===== config.mk =====
export PLATFORM = sky130hd
export DESIGN_NAME = booth_divider_flat
export DESIGN_NICKNAME = d
export VERILOG_FILES = /design/src/rtl/booth_divider_if.sv /design/src/rtl/booth_divider.sv /design/src/flat_wrapper.sv
export SDC_FILE = /design/constraint.sdc
export NUM_CORES = 1
export LEC_CHECK = 0
export CELL_PAD_IN_SITES_DETAIL_PLACEMENT = 1
export CELL_PAD_IN_SITES_GLOBAL_PLACEMENT = 1
export CORE_MARGIN = 2
export CORE_UTILIZATION = 42
export DETAILED_ROUTE_END_ITERATION = 8
export GPL_ROUTABILITY_DRIVEN = 0
export GPL_TIMING_DRIVEN = 0
export PLACE_DENSITY_LB_ADDON = 0.1
export SLEW_MARGIN = 30
export SYNTH_ARGS = -nofsm -noshare
export SYNTH_HDL_FRONTEND = slang
export SYNTH_SLANG_ARGS = --single-unit

===== constraint.sdc =====
create_clock -name clk -period 4.8 [get_ports clk]
set_clock_uncertainty 0.15 [all_clocks]
set_input_delay 0.72 -clock clk [delete_from_list [all_inputs] [get_ports clk]]
set_output_delay 0.72 -clock clk [all_outputs]
set_load 0.02 [all_outputs]

===== src/rtl/booth_divider_if.sv =====
// Handshake and result bundle for the sequential signed divider.
// The bench drives the master side; the divider implements the slave side.
interface booth_divider_if #(
  parameter int unsigned Width_divisor  = 16,
  parameter int unsigned Width_dividend = 32
);
  logic [Width_dividend-1:0] in_dividend;
  logic [Width_divisor-1:0]  in_divisor;
  logic                      ld;
  logic                      busy;
  logic                      done;
  logic [Width_divisor-1:0]  quotient;
  logic [Width_divisor-1:0]  remainder;
  logic                      div_by_zero;
  logic                      overflow;

  modport master (
    output in_dividend, in_divisor, ld,
    input  busy, done, quotient, remainder, div_by_zero, overflow
  );

  modport slave (
    input  in_dividend, in_divisor, ld,
    output busy, done, quotient, remainder, div_by_zero, overflow
  );
endinterface


===== src/rtl/booth_divider.sv =====
// Sequential signed 2N/N divider: restoring radix-2 on magnitudes, then sign correction.
// One quotient bit per cycle; early exit on divide-by-zero or guaranteed quotient overflow.
module booth_divider #(
  parameter int unsigned Width_divisor  = 16,
  parameter int unsigned Width_dividend = 32
) (
  input logic            clk,
  input logic            reset,
  booth_divider_if.slave bus
);
  localparam int unsigned N    = Width_divisor;
  localparam int unsigned M    = Width_dividend;
  localparam int unsigned CntW = $clog2(N);

  typedef enum logic [1:0] {StIdle, StCalc, StFinish} state_e;

  state_e          state_q, state_d;
  logic [CntW-1:0] cnt_q, cnt_d;
  logic [N-1:0]    rem_q, rem_d;
  logic [N-1:0]    low_q, low_d;
  logic [N-1:0]    dvs_q, dvs_d;
  logic            q_sign_q, q_sign_d;
  logic            r_sign_q, r_sign_d;
  logic [N-1:0]    quot_q, quot_d;
  logic [N-1:0]    remo_q, remo_d;
  logic            dbz_q, dbz_d;
  logic            ovf_q, ovf_d;
  logic            done_q, done_d;

  logic [M-1:0]    dvd_abs;
  logic [N-1:0]    dvs_abs;
  logic [N:0]      shifted;
  logic            trial_ge;
  logic [N-1:0]    trial;
  logic            range_ovf;

  // -2^(M-1) negates to itself, which reads correctly as an unsigned magnitude.
  assign dvd_abs  = bus.in_dividend[M-1] ? -bus.in_dividend : bus.in_dividend;
  assign dvs_abs  = bus.in_divisor[N-1] ? -bus.in_divisor : bus.in_divisor;

  // rem < |dvs| holds throughout, so a non-negative trial always fits in N bits.
  assign shifted  = {rem_q, low_q[N-1]};
  assign trial_ge = shifted >= {1'b0, dvs_q};
  assign trial    = shifted[N-1:0] - dvs_q;

  assign range_ovf = q_sign_q ? (low_q[N-1] && (|low_q[N-2:0])) : low_q[N-1];

  always_comb begin
    state_d  = state_q;
    cnt_d    = cnt_q;
    rem_d    = rem_q;
    low_d    = low_q;
    dvs_d    = dvs_q;
    q_sign_d = q_sign_q;
    r_sign_d = r_sign_q;
    quot_d   = quot_q;
    remo_d   = remo_q;
    dbz_d    = dbz_q;
    ovf_d    = ovf_q;
    done_d   = 1'b0;

    unique case (state_q)
      StIdle: begin
        // The done cycle still belongs to the previous divide, so ld is not taken there.
        if (bus.ld && !done_q) begin
          rem_d    = dvd_abs[M-1:N];
          low_d    = dvd_abs[N-1:0];
          dvs_d    = dvs_abs;
          q_sign_d = bus.in_dividend[M-1] ^ bus.in_divisor[N-1];
          r_sign_d = bus.in_dividend[M-1];
          cnt_d    = '0;
          dbz_d    = 1'b0;
          ovf_d    = 1'b0;
          if (bus.in_divisor == '0) begin
            dbz_d   = 1'b1;
            low_d   = bus.in_dividend[N-1:0];
            state_d = StFinish;
          end else if (dvd_abs[M-1:N] >= dvs_abs) begin
            ovf_d   = 1'b1;
            state_d = StFinish;
          end else begin
            state_d = StCalc;
          end
        end
      end
      StCalc: begin
        if (trial_ge) begin
          rem_d = trial;
          low_d = {low_q[N-2:0], 1'b1};
        end else begin
          rem_d = shifted[N-1:0];
          low_d = {low_q[N-2:0], 1'b0};
        end
        cnt_d = cnt_q + 1'b1;
        if (cnt_q == CntW'(N - 1)) begin
          state_d = StFinish;
        end
      end
      StFinish: begin
        done_d  = 1'b1;
        state_d = StIdle;
        if (dbz_q) begin
          quot_d = '1;
          remo_d = low_q;
        end else if (ovf_q || range_ovf) begin
          ovf_d  = 1'b1;
          quot_d = {1'b1, {(N-1){1'b0}}};
          remo_d = '0;
        end else begin
          quot_d = q_sign_q ? -low_q : low_q;
          remo_d = r_sign_q ? -rem_q : rem_q;
        end
      end
      default: state_d = StIdle;
    endcase
  end

  always_ff @(posedge clk) begin
    if (reset) begin
      state_q  <= StIdle;
      cnt_q    <= '0;
      rem_q    <= '0;
      low_q    <= '0;
      dvs_q    <= '0;
      q_sign_q <= 1'b0;
      r_sign_q <= 1'b0;
      quot_q   <= '0;
      remo_q   <= '0;
      dbz_q    <= 1'b0;
      ovf_q    <= 1'b0;
      done_q   <= 1'b0;
    end else begin
      state_q  <= state_d;
      cnt_q    <= cnt_d;
      rem_q    <= rem_d;
      low_q    <= low_d;
      dvs_q    <= dvs_d;
      q_sign_q <= q_sign_d;
      r_sign_q <= r_sign_d;
      quot_q   <= quot_d;
      remo_q   <= remo_d;
      dbz_q    <= dbz_d;
      ovf_q    <= ovf_d;
      done_q   <= done_d;
    end
  end

  assign bus.busy        = (state_q == StCalc) || (state_q == StFinish);
  assign bus.done        = done_q;
  assign bus.quotient    = quot_q;
  assign bus.remainder   = remo_q;
  assign bus.div_by_zero = dbz_q;
  assign bus.overflow    = ovf_q;
endmodule

===== src/flat_wrapper.sv =====
// flat-port wrapper written by rule: the top's interface ports become plain ports
module booth_divider_flat 
#(
  parameter int unsigned Width_divisor  = 16,
  parameter int unsigned Width_dividend = 32
)
  (clk, reset, bus_in_dividend, bus_in_divisor, bus_ld, bus_busy, bus_done, bus_quotient, bus_remainder, bus_div_by_zero, bus_overflow);
  booth_divider_if #(.Width_divisor(Width_divisor), .Width_dividend(Width_dividend)) bus_i ();
  input logic clk;
  input logic reset;
  input wire logic [$bits(bus_i.in_dividend)-1:0] bus_in_dividend;
  input wire logic [$bits(bus_i.in_divisor)-1:0] bus_in_divisor;
  input wire logic [$bits(bus_i.ld)-1:0] bus_ld;
  output wire logic [$bits(bus_i.busy)-1:0] bus_busy;
  output wire logic [$bits(bus_i.done)-1:0] bus_done;
  output wire logic [$bits(bus_i.quotient)-1:0] bus_quotient;
  output wire logic [$bits(bus_i.remainder)-1:0] bus_remainder;
  output wire logic [$bits(bus_i.div_by_zero)-1:0] bus_div_by_zero;
  output wire logic [$bits(bus_i.overflow)-1:0] bus_overflow;
  assign bus_i.in_dividend = bus_in_dividend;
  assign bus_i.in_divisor = bus_in_divisor;
  assign bus_i.ld = bus_ld;
  assign bus_busy = bus_i.busy;
  assign bus_done = bus_i.done;
  assign bus_quotient = bus_i.quotient;
  assign bus_remainder = bus_i.remainder;
  assign bus_div_by_zero = bus_i.div_by_zero;
  assign bus_overflow = bus_i.overflow;
  booth_divider #(.Width_divisor(Width_divisor), .Width_dividend(Width_dividend)) u_core (.clk(clk), .reset(reset), .bus(bus_i));
endmodule

# Word-level counts from Yosys, hierarchy flattened
# Cells that the tools add are included.
classes:
  muxes: 31
  n_lt_le_gt_ge: 2
  n_eq_ne: 7
  bitwise_logic: 1
  add_sub_neg: 6
  n_reduce_logical: 14
op_table:
  columns: ["op", "n"]
  rows:
  - ["two-way mux 16 bit", 11]
  - ["one-hot mux 16 bit (2 select lines)", 2]
  - ["negator 16 bit", 3]
  - ["two-way mux 32 bit", 1]
  - ["negator 32 bit", 1]
  - ["greater-or-equal comparator 17 x 16 -> 1 bit", 1]
  - ["greater-or-equal comparator 16 bit", 1]
  - ["zero test 16 bit", 1]
  - ["subtractor 16 bit", 1]
  - ["OR reduction 15 bit", 1]
  - ["two-way mux 1 bit", 9]
  - ["two-way mux 2 bit", 4]
  - ["one-hot mux 4 bit (2 select lines)", 1]
  - ["!= test 2 x 1 -> 1 bit (second input constant)", 3]
  - ["AND reduction 2 bit", 3]
  - ["adder 4 x 1 -> 4 bit (second input constant)", 1]
  - ["equality test 4 bit (second input constant)", 1]
  - ["two-way mux 4 bit", 1]
  - ["one-hot mux 2 bit (2 select lines)", 1]
  - ["AND reduction 4 bit", 1]
  - ["nonzero test 2 bit", 2]
  - ["equality test 2 x 1 -> 1 bit (second input constant)", 1]
  - ["equality test 2 bit (second input constant)", 1]
  - ["logical AND 1 bit", 2]
  - ["6 further kinds", 7]
totals:
  inputBits: 51
  out_inout_bits: 36
  register_bits: 91
  elab_cells: 73

# Logic depth before layout (Yosys ltp)
# Gate-level depths: netlist of the first run.
depth:
  ltp_word: 7
  mapped_depth: 14
  depth_no_buf: 14

# Worst setup path before layout of the first run
# Ideal clock, no wire load.
synth_timing:
  path_kind: "input to register"
  start: "input bus_in_dividend[17]"
  end: "register u_core.state_q[1]"
  t_arrival_ns: 3.775
  path_slack_ns: 0.756
  path_buffers: 0
  required_time_ns: 4.530
  path_stages: 13
  cell_sequence: "or4_1 > nor4_1 > nand4_1 > o31ai_1 > xnor2_1 > ha_1 > a21o_1 > a21o_1 > a211oi_1 > o21ai_0 > a221oi_1 > nand2b_1 > o31a_1"
synth_via:
  elab_chain_len: 7
synth_lines:
  columns: ["item", "line_no", "text"]
  rows:
  - ["from (decl)", "flat_wrapper.sv:11", "input wire logic [$bits(bus_i.in_dividend)-1:0] bus_in_dividend;"]
  - ["negator 32 bit", "booth_divider.sv:38", "assign dvd_abs = bus.in_dividend[M-1] ? -bus.in_dividend : bus.in_dividend;"]
  - ["two-way mux 32 bit (*)", "booth_divider.sv:38", null]
  - ["greater-or-equal comparator 16 bit (*)", "booth_divider.sv:78", "end else if (dvd_abs[M-1:N] >= dvs_abs) begin"]
  - ["two-way mux 2 bit (*)", "booth_divider.sv:78", null]
  - ["two-way mux 2 bit (*)", "booth_divider.sv:74", "if (bus.in_divisor == '0) begin"]
  - ["two-way mux 2 bit (*)", "booth_divider.sv:65", "if (bus.ld && !done_q) begin"]
  - ["one-hot mux 2 bit (2 select lines) (*)", "booth_divider.sv:62", "unique case (state_q)"]
  - ["to (signal assigned)", "booth_divider.sv:120", "state_q <= StIdle;"]
  - ["to (signal assigned)", "booth_divider.sv:133", "state_q <= state_d;"]
  - ["to (decl)", "booth_divider.sv:17", "state_e state_q, state_d;"]
# Mark *: on every way between the ends. The rest lies on a longest branch, timed or not. The select of a mux whose other input is x is not followed.
# A chain may end at the register's enable or synchronous reset.

# Worst setup path in the final report of the first run
layout_timing:
  start: "input bus_in_dividend[3]"
  end: "register u_core.state_q[1]"
layout_via:
  elab_chain_len: 7
layout_lines:
  columns: ["item", "line_no"]
  rows:
  - ["negator 32 bit", "booth_divider.sv:38"]
  - ["two-way mux 32 bit", "booth_divider.sv:38"]
  - ["greater-or-equal comparator 16 bit", "booth_divider.sv:78"]
  - ["two-way mux 2 bit", "booth_divider.sv:78"]
  - ["two-way mux 2 bit", "booth_divider.sv:74"]
  - ["two-way mux 2 bit", "booth_divider.sv:65"]
  - ["one-hot mux 2 bit (2 select lines)", "booth_divider.sv:62"]
# No other way between the ends. The select of a mux whose other input is x is not followed.

==> summary.md, run 1 <==
The run finished with clean final reports. In the synthesized netlist the dominant register cell turns out to be sky130_fd_sc_hd__dfxtp_1. The die covers 16900 um2.

The logs give 0.533 for the fraction of the core area covered by cells at the end of the flow and 0 for the residual antenna-violating net count after detailed routing. The tools report the clock sink total as 91. The total overflow left after global routing is 0. The number of buffers and inverters on the critical path was 2; the fraction of power consumed by the clock network was 0.161.

The largest area contributor in the synthesized netlist was sky130_fd_sc_hd__dfxtp_1. For the cell row count, the log shows 45. Buffer cell driving the clock tree root: sky130_fd_sc_hd__clkbuf_16. By startpoint and endpoint, the worst setup path is classified as input pin to flop. Remaining max-slew budget at the tightest pin: 0.443.

The layout overhead on the synthesized area was 22.7%. Number of levels in the clock H-tree: 3. After synthesis the cells add up to 6650 um2. The commonest cells after synthesis are sky130_fd_sc_hd__dfxtp_1, sky130_fd_sc_hd__nor2_1, sky130_fd_sc_hd__nand2_1, sky130_fd_sc_hd__xnor2_1, sky130_fd_sc_hd__clkbuf_1. The number of detailed-route iterations in the first pass was 5. The sequential share of power is 0.242, and the via count of the first global-routing pass is 7236. In the final design database the tool counted 1054 nets. The maximum vdd drop was 0.000384 V. Dividing total power by cell area gives a power density of 602 nW/um2. The tools report the number of buffers created by CTS as 9. Worst hold-check path type: flop to flop.

The effective utilization at floorplan is 0.434, and the synthesized area per cell is 7.70 um2. The fraction of final layout cells with drive strength greater than 1 is 0.0424. Among cell families on the critical path, the largest total delay comes from compound AO/OA/AOI/OAI gates. The number of vias after detailed routing was 7063. The accumulated negative setup slack was 0 ns; the initial antenna violation count was 0. The routed wirelength normalized by instance count works out to 20.8 um. Derived from the worst setup path, the maximum achievable clock frequency is 213 MHz.

The number of failing hold endpoints at the final stage was 0. In this run the static leakage power is 0.00298 uW. Data on the critical path arrives at its endpoint at 4.79 ns.

The post-synthesis xor/xnor area fraction is 0.104. In this run, the number of DRC markers left after iteration 0 of detailed routing was 479. Max-cap violations in this run came to 0. The fraction of the mapped netlist area in adder cells is 0.0783, and the final max-slew violation count is 0.

The final layout contains routed wiring with a total length of 24500 um. The run gives 0.274 as the post-synthesis sequential area ratio. STA puts the critical path data required time at 4.89 ns. Traced cell by cell, the critical path runs through clkdlybuf4s50_1 -> or4_1 -> nor3_2 -> nand4_1 -> o31ai_2 -> xnor2_1 -> ha_1 -> a21o_1 -> a21o_1 -> a211oi_1 -> o21ai_0 -> a221oi_2 -> buf_4 -> nand2b_1 -> o31a_1. The proportion of register bits with asynchronous set or reset after synthesis is 0, and the maximum buffer depth of the clock tree is 2.

The area fraction in and, or, nand and nor cells after synthesis was 0.212; the number of distinct library cell variants in the gate-level netlist after synthesis was 66. The final clock period utilization by the worst path is 0.979, and the setup violation total in the final timing report is 0. STA classifies the critical path endpoint as a flop.

The run gives 0.328 ns as the worst hold margin. The largest family of logic cells by synthesized area is compound AO/OA/AOI/OAI gates. Among all cell types in the netlist, the one instantiated most often is sky130_fd_sc_hd__dfxtp_1. The net switching share of the total power came out at 0.475. For this run, the number of Yosys warnings is 0. The number of primary I/O pins is 87. The run gives 0 as the number of antenna diodes. The multiplexer area fraction after synthesis is 0.0199, and the total half-perimeter wirelength after legalization and detailed placement is 19700 um. The maximum fanout along the worst path was 5. The floorplan step set the die width to 130 um. The first global-routing pass estimated 39000 um of wire.

In the post-synthesis netlist, the biggest area contributors are sky130_fd_sc_hd__dfxtp_1, sky130_fd_sc_hd__ha_1, sky130_fd_sc_hd__xnor2_1, sky130_fd_sc_hd__nor2_1, sky130_fd_sc_hd__nand2_1. The core footprint is 15300 um2, and the area fraction in compound gates after synthesis is 0.255. The run gives 17 as the maximum number of pins on one net before global-route repair. Clock-pin slew was measured on the worst setup and hold paths at 0.07 ns.

The cell with the largest stage delay on the worst path is sky130_fd_sc_hd__or4_1. After synthesis the netlist holds a flip-flop and latch count of 91. In the routed design, unresolved DRC markers number 0. The number of hold buffers added after CTS was 0. The number of enable flip-flop cells after synthesis was 0; the net switching component of the power was 2330 uW.

From bottom edge to top edge, the die measures 130 um. The startpoint kind of the worst setup timing path was an input pin. The detail-routed via count per cell works out to 6.00.

TritonCTS built the clock tree. For the pin with the worst max-slew slack, the measured transition is 0.833 ns. The largest incremental delay on the critical path is 0.66 ns, and the post-synth net total is 956.

Counting stages on the worst path, the most repeated cell is sky130_fd_sc_hd__a21o_1. The area share of the leading cell type in the synthesized netlist works out to 0.274. The cell count after synthesis came out at 864. For the worst-skew pair, the clock arrives at the later sink with an insertion delay of 0.35 ns. The run gives 0.297 as the total routing usage reported by global routing. The run gives 0.597 as the portion of total power attributed to combinational logic.

The worst path in the final design needs a cycle of 4.70 ns, including I/O delays and setup. The number of buffers inserted by port buffering is 85. The internal power of the cells totals 2580 uW.
-- cell families (layout without fill, tap and decap cells) --
family,after synthesis,after routing
XOR/XNOR,79,79
flip-flops,91,91
adder cells (fa/ha/maj),41,41
buffers and inverters,99,202
AO/OA/AOI/OAI,249,249
multiplexers,13,13
AND/OR/NAND/NOR,292,292
-- per-layer routing --
layer / vias to the layer above / track usage / wire length [um]
met5: - / 0 / 0
met3: 56 / 0.0324 / 1140
met2: 208 / 0.538 / 12300
met4: 0 / 0.117 / 829
met1: 3453 / 0.360 / 10200
li1: 3346 / - / -
-- registers in the layout (all words and copies together), names as in the netlist --
signal / count
u_core.rem_q: 16
u_core.r_sign_q: 1
u_core.cnt_q: 4
u_core.bus.done: 1
u_core.q_sign_q: 1
u_core.bus.div_by_zero: 1
u_core.dvs_q: 16
u_core.state_q: 2
u_core.bus.remainder: 16
u_core.low_q: 16
u_core.bus.overflow: 1
u_core.bus.quotient: 16
-- worst register-to-register path: cells and delay by family (launching register included) --
| family | cells | cell delay, ns |
|---|---|---|
| AOI/OAI and AO/OA | 5 | 1.06 |
| adders and majority gates | 1 | 0.23 |
| buffers and inverters | 5 | 1.26 |
| DFF | 1 | 0.31 |
| muxes | 1 | 0.27 |
-- layout make-up --
cell class                      count  area [um2]
Buffer                             54         206
Clock inverter                      7        98.8
Fill cell                        1956        7160
Multi-Input combinational cell    674        4500
Clock buffer                        9         225
Inverter                           45         169
Tap cell                          211         264
Timing Repair Buffer               87         866
Sequential cell                    91        1820
-- power groups by stage --
| stage | combinational (uW) | sequential (uW) | clock (uW) |
|---|---|---|---|
| 2_1_floorplan | 1900 | 1230 | 0 |
| 3_3_place_gp | 2740 | 1180 | 0 |
| 3_5_place_dp | 2870 | 1200 | 0 |
| 4_1_cts | 2900 | 1180 | 798 |
| 5_1_grt | 3220 | 1210 | 835 |
| 6_report | 2930 | 1190 | 791 |
-- repair_timing --
item | 4_1_cts | 5_1_grt
resized for setup | 6 | 2
pin swaps | 1 | 2
setup buffers | 1 | 1
setup endpoints to repair | 3 | 3
-- through the flow --
step | instance area (um2) | setup slack (ns) | instances | total power, uW
6_report | 8160 | 0.101 | 1178 | 4910
5_1_grt | 8160 | -0.0604 | 1178 | 5260
4_1_cts | 8140 | 0.0540 | 1177 | 4880
3_5_place_dp | 7760 | -0.663 | 1160 | 4070
3_3_place_gp | 7760 | -0.446 | 1160 | 3920
2_1_floorplan | 6650 | 0.756 | 864 | 3130
-- worst paths after layout --
path                               start                     end  slack (ns)  cells past startpoint
setup / recovery      bus_in_dividend[3]       u_core.state_q[1]        0.10                     15
hold / removal    u_core.bus.quotient[8]  u_core.bus.quotient[8]        0.33                      2
setup reg to reg        u_core.low_q[15]        u_core.rem_q[11]        1.37                     12
hold reg to reg   u_core.bus.quotient[8]  u_core.bus.quotient[8]        0.33                      2
-- cells in the final DEF (no fill, tap or decap), types with 7 or more instances in the layout --
master	netlist	layout
sky130_fd_sc_hd__or4_1	8	8
sky130_fd_sc_hd__o31ai_1	19	18
sky130_fd_sc_hd__nor3_1	42	41
sky130_fd_sc_hd__xor2_1	29	29
sky130_fd_sc_hd__a31oi_1	17	17
sky130_fd_sc_hd__or3_1	9	9
sky130_fd_sc_hd__dfxtp_1	91	91
sky130_fd_sc_hd__clkbuf_1	49	49
sky130_fd_sc_hd__a22oi_1	19	19
sky130_fd_sc_hd__o21a_1	8	8
sky130_fd_sc_hd__a21o_1	7	7
sky130_fd_sc_hd__o21ai_0	40	40
sky130_fd_sc_hd__xnor2_1	50	50
sky130_fd_sc_hd__ha_1	40	40
sky130_fd_sc_hd__mux2i_1	11	11
sky130_fd_sc_hd__nor2_1	88	88
sky130_fd_sc_hd__nand2_1	69	69
sky130_fd_sc_hd__o211ai_1	16	16
sky130_fd_sc_hd__inv_1	44	44
sky130_fd_sc_hd__nand2b_1	13	13
sky130_fd_sc_hd__nand4_1	10	10
sky130_fd_sc_hd__clkdlybuf4s50_1	0	85
sky130_fd_sc_hd__a21oi_1	46	46
sky130_fd_sc_hd__clkbuf_16	0	9
sky130_fd_sc_hd__nand3_1	17	17
sky130_fd_sc_hd__a211oi_1	29	29
No activity file was read; power rests on OpenSTA's default activity.
==> run 2, diff against run 1 <==
- CELL_PAD_IN_SITES_DETAIL_PLACEMENT: 1 -> 0
- CORE_UTILIZATION: 42 -> 45
- clock period: 4.8 -> 6 ns (I/O delays scaled with it)
==> run 2 against run 1 <==
Effect of this change: cell count decreased by 2.5%; setup slack improved by 0.62 ns; critical endpoint unchanged; critical path depth decreased by 1; core utilization increased by 2.2 points; first-iteration DRC count is 11% higher; critical path type unchanged; worst hold slack barely moved; sequential cell count did not move; largest cell class unchanged.
==> summary.md, run 2 (synthesis results as in run 1) <==
The uppermost layer routed is met4 (unchanged). The tools report the number of fillers in the final layout as 1414 (was 1956). Fraction of power consumed by the clock network: 0.151 (was 0.161). For the net switching component of the power, the log shows 1810 uW (was 2330 uW). The startpoint-to-endpoint class of the critical path is input pin to flop (unchanged). The register clock-pin slew on the reported worst setup and hold paths was 0.06 ns (was 0.07 ns).

The clock sink total was 91 (unchanged); the area of the die was 15800 um2 (was 16900 um2). The worst hold-check path type was flop to flop (unchanged). The maximum number of pins on one net before global-route repair was 15 (was 17). The power density relative to cell area is 477 nW/um2 (was 602 nW/um2). The maximum vdd drop came out at 0.000215 V (was 0.000384 V).

The worst path arrival time is 5.37 ns (was 4.79 ns), and the sequential share of power is 0.249 (was 0.242). The count of cells resized by post-cts repair is 0 (was 6), and the effective utilization at floorplan is 0.459 (was 0.434). The number of hold-repair buffers added at the cts stage is 0 (unchanged), and the initial antenna violation count is 0 (unchanged). Critical Path, Cell by Cell: clkdlybuf4s50_1 -> or4_1 -> nor4_1 -> nand4_1 -> o31ai_1 -> xnor2_1 -> ha_1 -> a21o_1 -> a21o_1 -> a211oi_1 -> o21ai_0 -> a221oi_1 -> nand2b_1 -> o31a_1 (was clkdlybuf4s50_1 -> or4_1 -> nor3_2 -> nand4_1 -> o31ai_2 -> xnor2_1 -> ha_1 -> a21o_1 -> a21o_1 -> a211oi_1 -> o21ai_0 -> a221oi_2 -> buf_4 -> nand2b_1 -> o31a_1).

The number of buffers and inverters on the critical path was 1 (was 2); the accumulated negative setup slack was 0 ns (unchanged). The final wirelength was 22100 um (was 24500 um); the remaining max-slew budget at the tightest pin was 0.466 (was 0.443). The wire length of the first global-routing pass was 34900 um (was 39000 um). Most used cells in the layout excluding fill and tap cells: sky130_fd_sc_hd__dfxtp_1, sky130_fd_sc_hd__nor2_1, sky130_fd_sc_hd__clkdlybuf4s50_1, sky130_fd_sc_hd__nand2_1, sky130_fd_sc_hd__xnor2_1 (unchanged). The detail-routed via count per cell came out at 6.11 (was 6.00).

The number of levels in the clock H-tree was 3 (unchanged); the total routing usage reported by global routing was 0.276 (was 0.297). Placed standard-cell area: 7730 um2 (was 7760 um2). The post-CTS repair timing setup buffer count is 0 (was 1), and the final max-slew violation count is 0 (unchanged).

Routed wirelength normalized by instance count: 19.2 um (was 20.8 um). The setup violation total in the final timing report was 0 (unchanged); the core footprint was 14500 um2 (was 15300 um2). The dominant cell type by count on the critical path is sky130_fd_sc_hd__a21o_1 (unchanged). Largest incremental delay on the critical path: 0.58 ns (was 0.66 ns). The die boundary width works out to 126 um (was 130 um). Buffer cell driving the clock tree root: sky130_fd_sc_hd__clkbuf_16 (unchanged).

Length of routed wiring on met1: 9640 um (was 10200 um). Minimum clock period: 5.28 ns. The portion of total power attributed to combinational logic is 0.600 (was 0.597), and the number of failing hold endpoints at the final stage is 0 (unchanged). The cell internal power dissipation is 2030 uW (was 2580 uW). The wire length on met2 is 9950 um (was 12300 um), and the actual transition at the worst max-transition pin is 0.798 ns (was 0.833 ns). For the overflow left after global routing, the log shows 0 (unchanged). Setup repair after global routing left no endpoint under its margin.

The layout overhead on the synthesized area is 20.8% (was 22.7%). The final clock period utilization by the worst path was 0.880. Startpoint kind of the worst setup timing path: an input pin (unchanged).

Reported max-cap violation count: 0 (unchanged). For the detailed router's first-iteration violation count, the log shows 533 (was 479). The maximum fanout along the worst path came out at 5 (unchanged). The tools report the number of detailed-route iterations in the first pass as 9 (was 5).

For the number of vias after detailed routing, the log shows 7011 (was 7063). TritonCTS built the clock tree. The logs give 0 (unchanged) for the number of antenna diodes and 0 (unchanged) for the total DRC errors in the routed layout. The achievable clock frequency was 189 MHz; the total leakage power was 0.00294 uW (was 0.00298 uW). The via count of the first global-routing pass was 6670 (was 7236); the cell area after layout was 8030 um2 (was 8160 um2). The run gives 44 (was 45) as the cell row count. The most common cell after layout, fill and taps aside was sky130_fd_sc_hd__dfxtp_1 (unchanged). The number of primary I/O pins was 87 (unchanged). The met3 routed wirelength came out at 1720 um (was 1140 um). The number of buffers created by CTS is 9 (unchanged). Residual antenna-violating net count after detailed routing: 0 (unchanged). The endpoint type of the worst setup path was a flop (unchanged).

The maximum buffer depth of the clock tree is 2 (unchanged). The cell class contributing the biggest share of worst-path delay is compound AO/OA/AOI/OAI gates (unchanged). The worst-case setup margin in the final layout is 0.718 ns (was 0.101 ns), and the total half-perimeter wirelength after legalization and detailed placement is 17600 um (was 19700 um).

Cell with the largest stage delay on the worst path: sky130_fd_sc_hd__or4_1 (unchanged). The required time reported for the critical path endpoint came out at 6.09 ns (was 4.89 ns). The number of buffers inserted by port buffering was 85 (unchanged). The chip height was 126 um (was 130 um); the fraction of final layout cells with drive strength greater than 1 was 0.0342 (was 0.0424). The tools report the post-layout net count as 1052 (was 1054).

The run gives 0.519 ns (was -0.663 ns) as the minimum setup slack after placement. Net switching share of the total power: 0.471 (was 0.475). The flow ran to the end, and the final reports show no timing, DRC or antenna violations.

For the clock latency at the later pin of the worst-skew pair, the log shows 0.35 ns (about the same).
==> run 2: cell types whose count changed in the layout (fill, tap and decap cells not counted), moves of 2 or more <==
cell	before	now
sky130_fd_sc_hd__buf_4	2	0
sky130_fd_sc_hd__clkbuf_8	0	2
sky130_fd_sc_hd__clkinvlp_4	0	2
sky130_fd_sc_hd__inv_6	2	0
sky130_fd_sc_hd__nor4_1	6	8
sky130_fd_sc_hd__nor4_4	2	0
==> run 2: tightest hold or removal path: stages, from the launching register on <==
cell	delay, ns
sky130_fd_sc_hd__dfxtp_1	0.31
sky130_fd_sc_hd__nor2_1	0.08
sky130_fd_sc_hd__nor3_1	0.04
==> run 2: layer usage <==
layer / vias up / GRT usage
met5: - / 0
met3: 46 / 0.0454
met4: 0 / 0.112
met2: 320 / 0.441
li1: 3348 / -
met1: 3297 / 0.371
==> run 2: stage by stage <==
| step | hold slack, ns | utilization | instances | total power, uW |
|---|---|---|---|---|
| floorplan | 0.291 | - | 864 | 2500 |
| global placement | 0.318 | 0.534 | 1133 | 3160 |
| detailed placement | 0.318 | 0.534 | 1133 | 3210 |
| CTS | 0.330 | 0.555 | 1148 | 3800 |
| global route | 0.347 | 0.555 | 1148 | 4090 |
| finish | 0.329 | 0.555 | 1148 | 3830 |
==> run 2: power groups by stage <==
stage	registers, uW	logic (uW)	clock network [uW]
CTS	947	2260	587
floorplan	980	1520	0
global placement	952	2200	0
detailed placement	960	2250	0
finish	955	2300	580
global route	971	2510	613
==> run 2: worst paths after layout <==
path / start / endpoint / slack, ns / cells past startpoint
setup / recovery: bus_in_dividend[17] / u_core.state_q[1] / 0.72 / 14
hold / removal: u_core.bus.quotient[8] / u_core.bus.quotient[8] / 0.33 / 2
setup reg to reg: u_core.low_q[15] / u_core.rem_q[14] / 2.51 / 11
hold reg to reg: u_core.bus.quotient[8] / u_core.bus.quotient[8] / 0.33 / 2
==> run 2: cell type report <==
type,instances,area (um2),share of cell area
buffer,54,206,0.0257
clock buffer,11,253,0.0315
clock inverter,4,50.0,0.00623
inverter,45,169,0.0210
multi-input combinational,674,4450,0.554
sequential,91,1820,0.227
tap,184,230,0.0287
timing repair buffer,85,851,0.106
==> run 3, diff against run 2 <==
- CORE_UTILIZATION: 45 -> 50
- DONT_BUFFER_PORTS: not set -> 1
- GPL_TIMING_DRIVEN: 0 -> 1
==> run 3 against run 2 <==
Effect of this change: global-route usage decreased by 0.095 points; sequential cell count unchanged; critical path depth decreased by 1; worst hold slack improved by 0.0090 ns; critical endpoint unchanged.
==> summary.md, run 3 (synthesis results as in run 1) <==
Clock latency at the later pin of the worst-skew pair: 0.34 ns (was 0.35 ns). Wire length of the first global-routing pass: 31100 um (was 34900 um). The tools report the number of buffers created by CTS as 9 (unchanged). Post-CTS repair timing setup buffer count: 0 (unchanged).

The die boundary width was 119 um (was 126 um). The tools report the detailed router's first-iteration violation count as 490 (was 533). For the number of primary I/O pins, the log shows 87 (unchanged).

The tools report the cell row count as 42 (was 44). Total leakage power: 0.00259 uW (was 0.00294 uW). Number of levels in the clock H-tree: 3 (unchanged). The fraction of the core area covered by cells at the end of the flow came out at 0.535 (was 0.555). The startpoint-to-endpoint class of the critical path was input pin to flop (unchanged). For the reported max-cap violation count, the log shows 0 (unchanged).

The cell internal power dissipation is 1870 uW (was 2030 uW). Setup repair after global routing left no endpoint under its margin. The worst hold-check path type was flop to flop (unchanged). The most common cell after layout, fill and taps aside was sky130_fd_sc_hd__dfxtp_1 (unchanged). The maximum fanout along the worst path came out at 6 (was 5). The logs give 0.506 (was 0.459) for the effective utilization at floorplan and 5973 (was 6670) for the via count of the first global-routing pass. The dominant cell type by count on the critical path is sky130_fd_sc_hd__a21o_1 (unchanged). The number of hold-repair buffers added at the cts stage is 0 (unchanged). The clock sink total was 91 (unchanged); the remaining max-slew budget at the tightest pin was 0.424 (was 0.466).

The worst flop-to-flop path startpoint was u_core.rem_q[2] (was u_core.low_q[15]). The post-layout instance count excluding filler cells came out at 1009 (was 1148). The cell class contributing the biggest share of worst-path delay was compound AO/OA/AOI/OAI gates (unchanged). The length in cells of the worst reg-to-reg path was 8 (was 11); the core footprint was 13100 um2 (was 14500 um2). The endpoint type of the worst setup path is a flop (unchanged).

The run gives 220 MHz (was 189 MHz) as the achievable clock frequency. The routed wirelength normalized by instance count was 19.6 um (was 19.2 um); the number of antenna diodes was 0 (unchanged). The run gives 0.162 (was 0.151) as the fraction of power consumed by the clock network.

The residual antenna-violating net count after detailed routing is 0 (unchanged), and the fraction of final layout cells with drive strength greater than 1 is 0.0480 (was 0.0342). The cell with the largest stage delay on the worst path was sky130_fd_sc_hd__nor4_1 (was sky130_fd_sc_hd__or4_1). The tools report the overflow left after global routing as 0 (unchanged). The tools report the maximum number of pins on one net before global-route repair as 78 (was 15).

For the sequential share of power, the log shows 0.310 (was 0.249). Most used cells in the layout excluding fill and tap cells: sky130_fd_sc_hd__dfxtp_1, sky130_fd_sc_hd__nor2_1, sky130_fd_sc_hd__nand2_1, sky130_fd_sc_hd__xnor2_1, sky130_fd_sc_hd__a21oi_1 (was sky130_fd_sc_hd__dfxtp_1, sky130_fd_sc_hd__nor2_1, sky130_fd_sc_hd__clkdlybuf4s50_1, sky130_fd_sc_hd__nand2_1, sky130_fd_sc_hd__xnor2_1). The maximum vdd drop came out at 0.000256 V (was 0.000215 V). The chip height came out at 119 um (was 126 um).

For the minimum setup slack after placement, the log shows 1.16 ns (was 0.519 ns). TritonCTS built the clock tree. The post-layout net count was 920 (was 1052); the total routing usage reported by global routing was 0.275 (was 0.276). The startpoint kind of the worst setup timing path is an input pin (unchanged).

Area of the die: 14200 um2 (was 15800 um2). The tools report the buffer cell driving the clock tree root as sky130_fd_sc_hd__clkbuf_16 (unchanged). The number of buffers and inverters on the critical path is 0 (was 1). The tools report the initial antenna violation count as 0 (unchanged). The actual transition at the worst max-transition pin is 0.857 ns (was 0.798 ns), and the layout overhead on the synthesized area is 5.66% (was 20.8%).

The overall power after layout is 3540 uW (was 3830 uW). Endpoint of the worst hold-timing path: u_core.dvs_q[0] (was u_core.bus.quotient[8]). The tools report the number of placed instances, taps included as 993 (was 1133).

The tools report the endpoint of the worst-slack reg-to-reg timing path as u_core.rem_q[4] (was u_core.rem_q[14]). The power density relative to cell area was 503 nW/um2 (was 477 nW/um2). The tools report the net switching component of the power as 1670 uW (was 1810 uW).

The detail-routed via count per cell is 6.23 (was 6.11), and the required time reported for the critical path endpoint is 6.08 ns (was 6.09 ns). The tools report the launch point of the worst hold path as u_core.dvs_q[0] (was u_core.bus.quotient[8]). The net switching share of the total power works out to 0.472 (was 0.471). For the total DRC errors in the routed layout, the log shows 0 (unchanged). Critical Path, Cell by Cell: nor4_1 -> and2_0 -> nand4_1 -> o31ai_1 -> xnor2_1 -> ha_1 -> a21o_1 -> a21o_1 -> a211oi_1 -> o21ai_0 -> a221oi_1 -> nand2b_1 -> o31a_1 (was clkdlybuf4s50_1 -> or4_1 -> nor4_1 -> nand4_1 -> o31ai_1 -> xnor2_1 -> ha_1 -> a21o_1 -> a21o_1 -> a211oi_1 -> o21ai_0 -> a221oi_1 -> nand2b_1 -> o31a_1). The setup violation total in the final timing report came out at 0 (unchanged). The minimum clock period is 4.55 ns (was 5.28 ns).

The flow ran to the end, and the final reports show no timing, DRC or antenna violations. The portion of total power attributed to combinational logic came out at 0.528 (was 0.600). The count of cells resized by post-cts repair was 0 (unchanged); the number of detailed-route iterations in the first pass was 6 (was 9).

The largest incremental delay on the critical path came out at 0.73 ns (was 0.58 ns). The logs give 19800 um (was 22100 um) for the final wirelength and 6282 (was 7011) for the number of vias after detailed routing. The accumulated negative setup slack came out at 0 ns (unchanged). Number of stages on the worst hold path: 2 (unchanged). The maximum buffer depth of the clock tree is 2 (unchanged), and the worst-case setup margin in the final layout is 1.45 ns (was 0.718 ns). The run gives 0 (unchanged) as the final max-slew violation count. The worst path arrival time is 4.63 ns (was 5.37 ns), and the number of failing hold endpoints at the final stage is 0 (unchanged). The run gives 2.49 ns (was 2.51 ns) as the minimum setup slack among reg-to-reg paths. Number of buffers inserted by port buffering: 0 (was 85). The final clock period utilization by the worst path was 0.758 (was 0.880); the register clock-pin slew on the reported worst setup and hold paths was 0.06 ns (about the same). For the total half-perimeter wirelength after legalization and detailed placement, the log shows 15400 um (was 17600 um).
==> run 3: cell types whose count changed in the layout (fill, tap and decap cells not counted) <==
cell	change
sky130_fd_sc_hd__a21oi_1	-1
sky130_fd_sc_hd__buf_2	-3
sky130_fd_sc_hd__clkbuf_1	-49
sky130_fd_sc_hd__clkbuf_8	-1
sky130_fd_sc_hd__clkinvlp_4	-1
sky130_fd_sc_hd__buf_4	+7
sky130_fd_sc_hd__nor2_2	+1
sky130_fd_sc_hd__buf_1	-2
sky130_fd_sc_hd__clkinv_4	+2
sky130_fd_sc_hd__a21oi_2	+1
sky130_fd_sc_hd__clkdlybuf4s50_1	-85
sky130_fd_sc_hd__nor2_1	-1
sky130_fd_sc_hd__clkinv_2	+1
==> run 3: final cells by class <==
class	count	area, um2
Fill cell	1287	6110
Timing Repair Buffer	7	52.6
Sequential cell	91	1820
Tap cell	176	220
Multi-Input combinational cell	674	4460
Clock buffer	10	239
Inverter	45	169
Clock inverter	6	65.1
==> run 3: power groups by stage <==
stage / logic [uW] / registers, uW / clock network [uW]
4_1_cts: 1860 / 1090 / 578
3_3_place_gp: 1820 / 1100 / 0
2_1_floorplan: 1520 / 980 / 0
3_5_place_dp: 1850 / 1100 / 0
6_report: 1870 / 1100 / 572
5_1_grt: 2080 / 1120 / 599
==> run 3: worst max-delay path by stage <==
stage	start	to	slack, ns	cells after the start
2_1_floorplan	bus_in_dividend[17]	u_core.state_q[1]	1.78	13
4_1_cts	bus_in_dividend[11]	u_core.state_q[1]	1.50	13
6_report	bus_in_dividend[11]	u_core.state_q[1]	1.45	13
3_5_place_dp	bus_in_dividend[11]	u_core.state_q[1]	1.16	13
5_1_grt	bus_in_dividend[11]	u_core.state_q[1]	1.07	13
3_3_place_gp	bus_in_dividend[11]	u_core.state_q[1]	1.38	13
==> run 3: layer usage <==
layer  global-route usage  wire (um)
met1                0.340       8520
met2                0.473       9480
met3               0.0450       1040
met4                0.116        736
met5                    0          0
==> run 3: per-stage QoR <==
stage	hold slack [ns]	cell area [um2]
after floorplan	0.291	6650
after global placement	0.316	6720
after detailed placement	0.324	6720
after CTS	0.333	7030
after global routing	0.356	7030
final	0.338	7030
==> run 3: worst min-delay path: stages, from the launching register on <==
cell	delay, ns
sky130_fd_sc_hd__dfxtp_1	0.32
sky130_fd_sc_hd__nand2_1	0.06
sky130_fd_sc_hd__a21oi_1	0.06
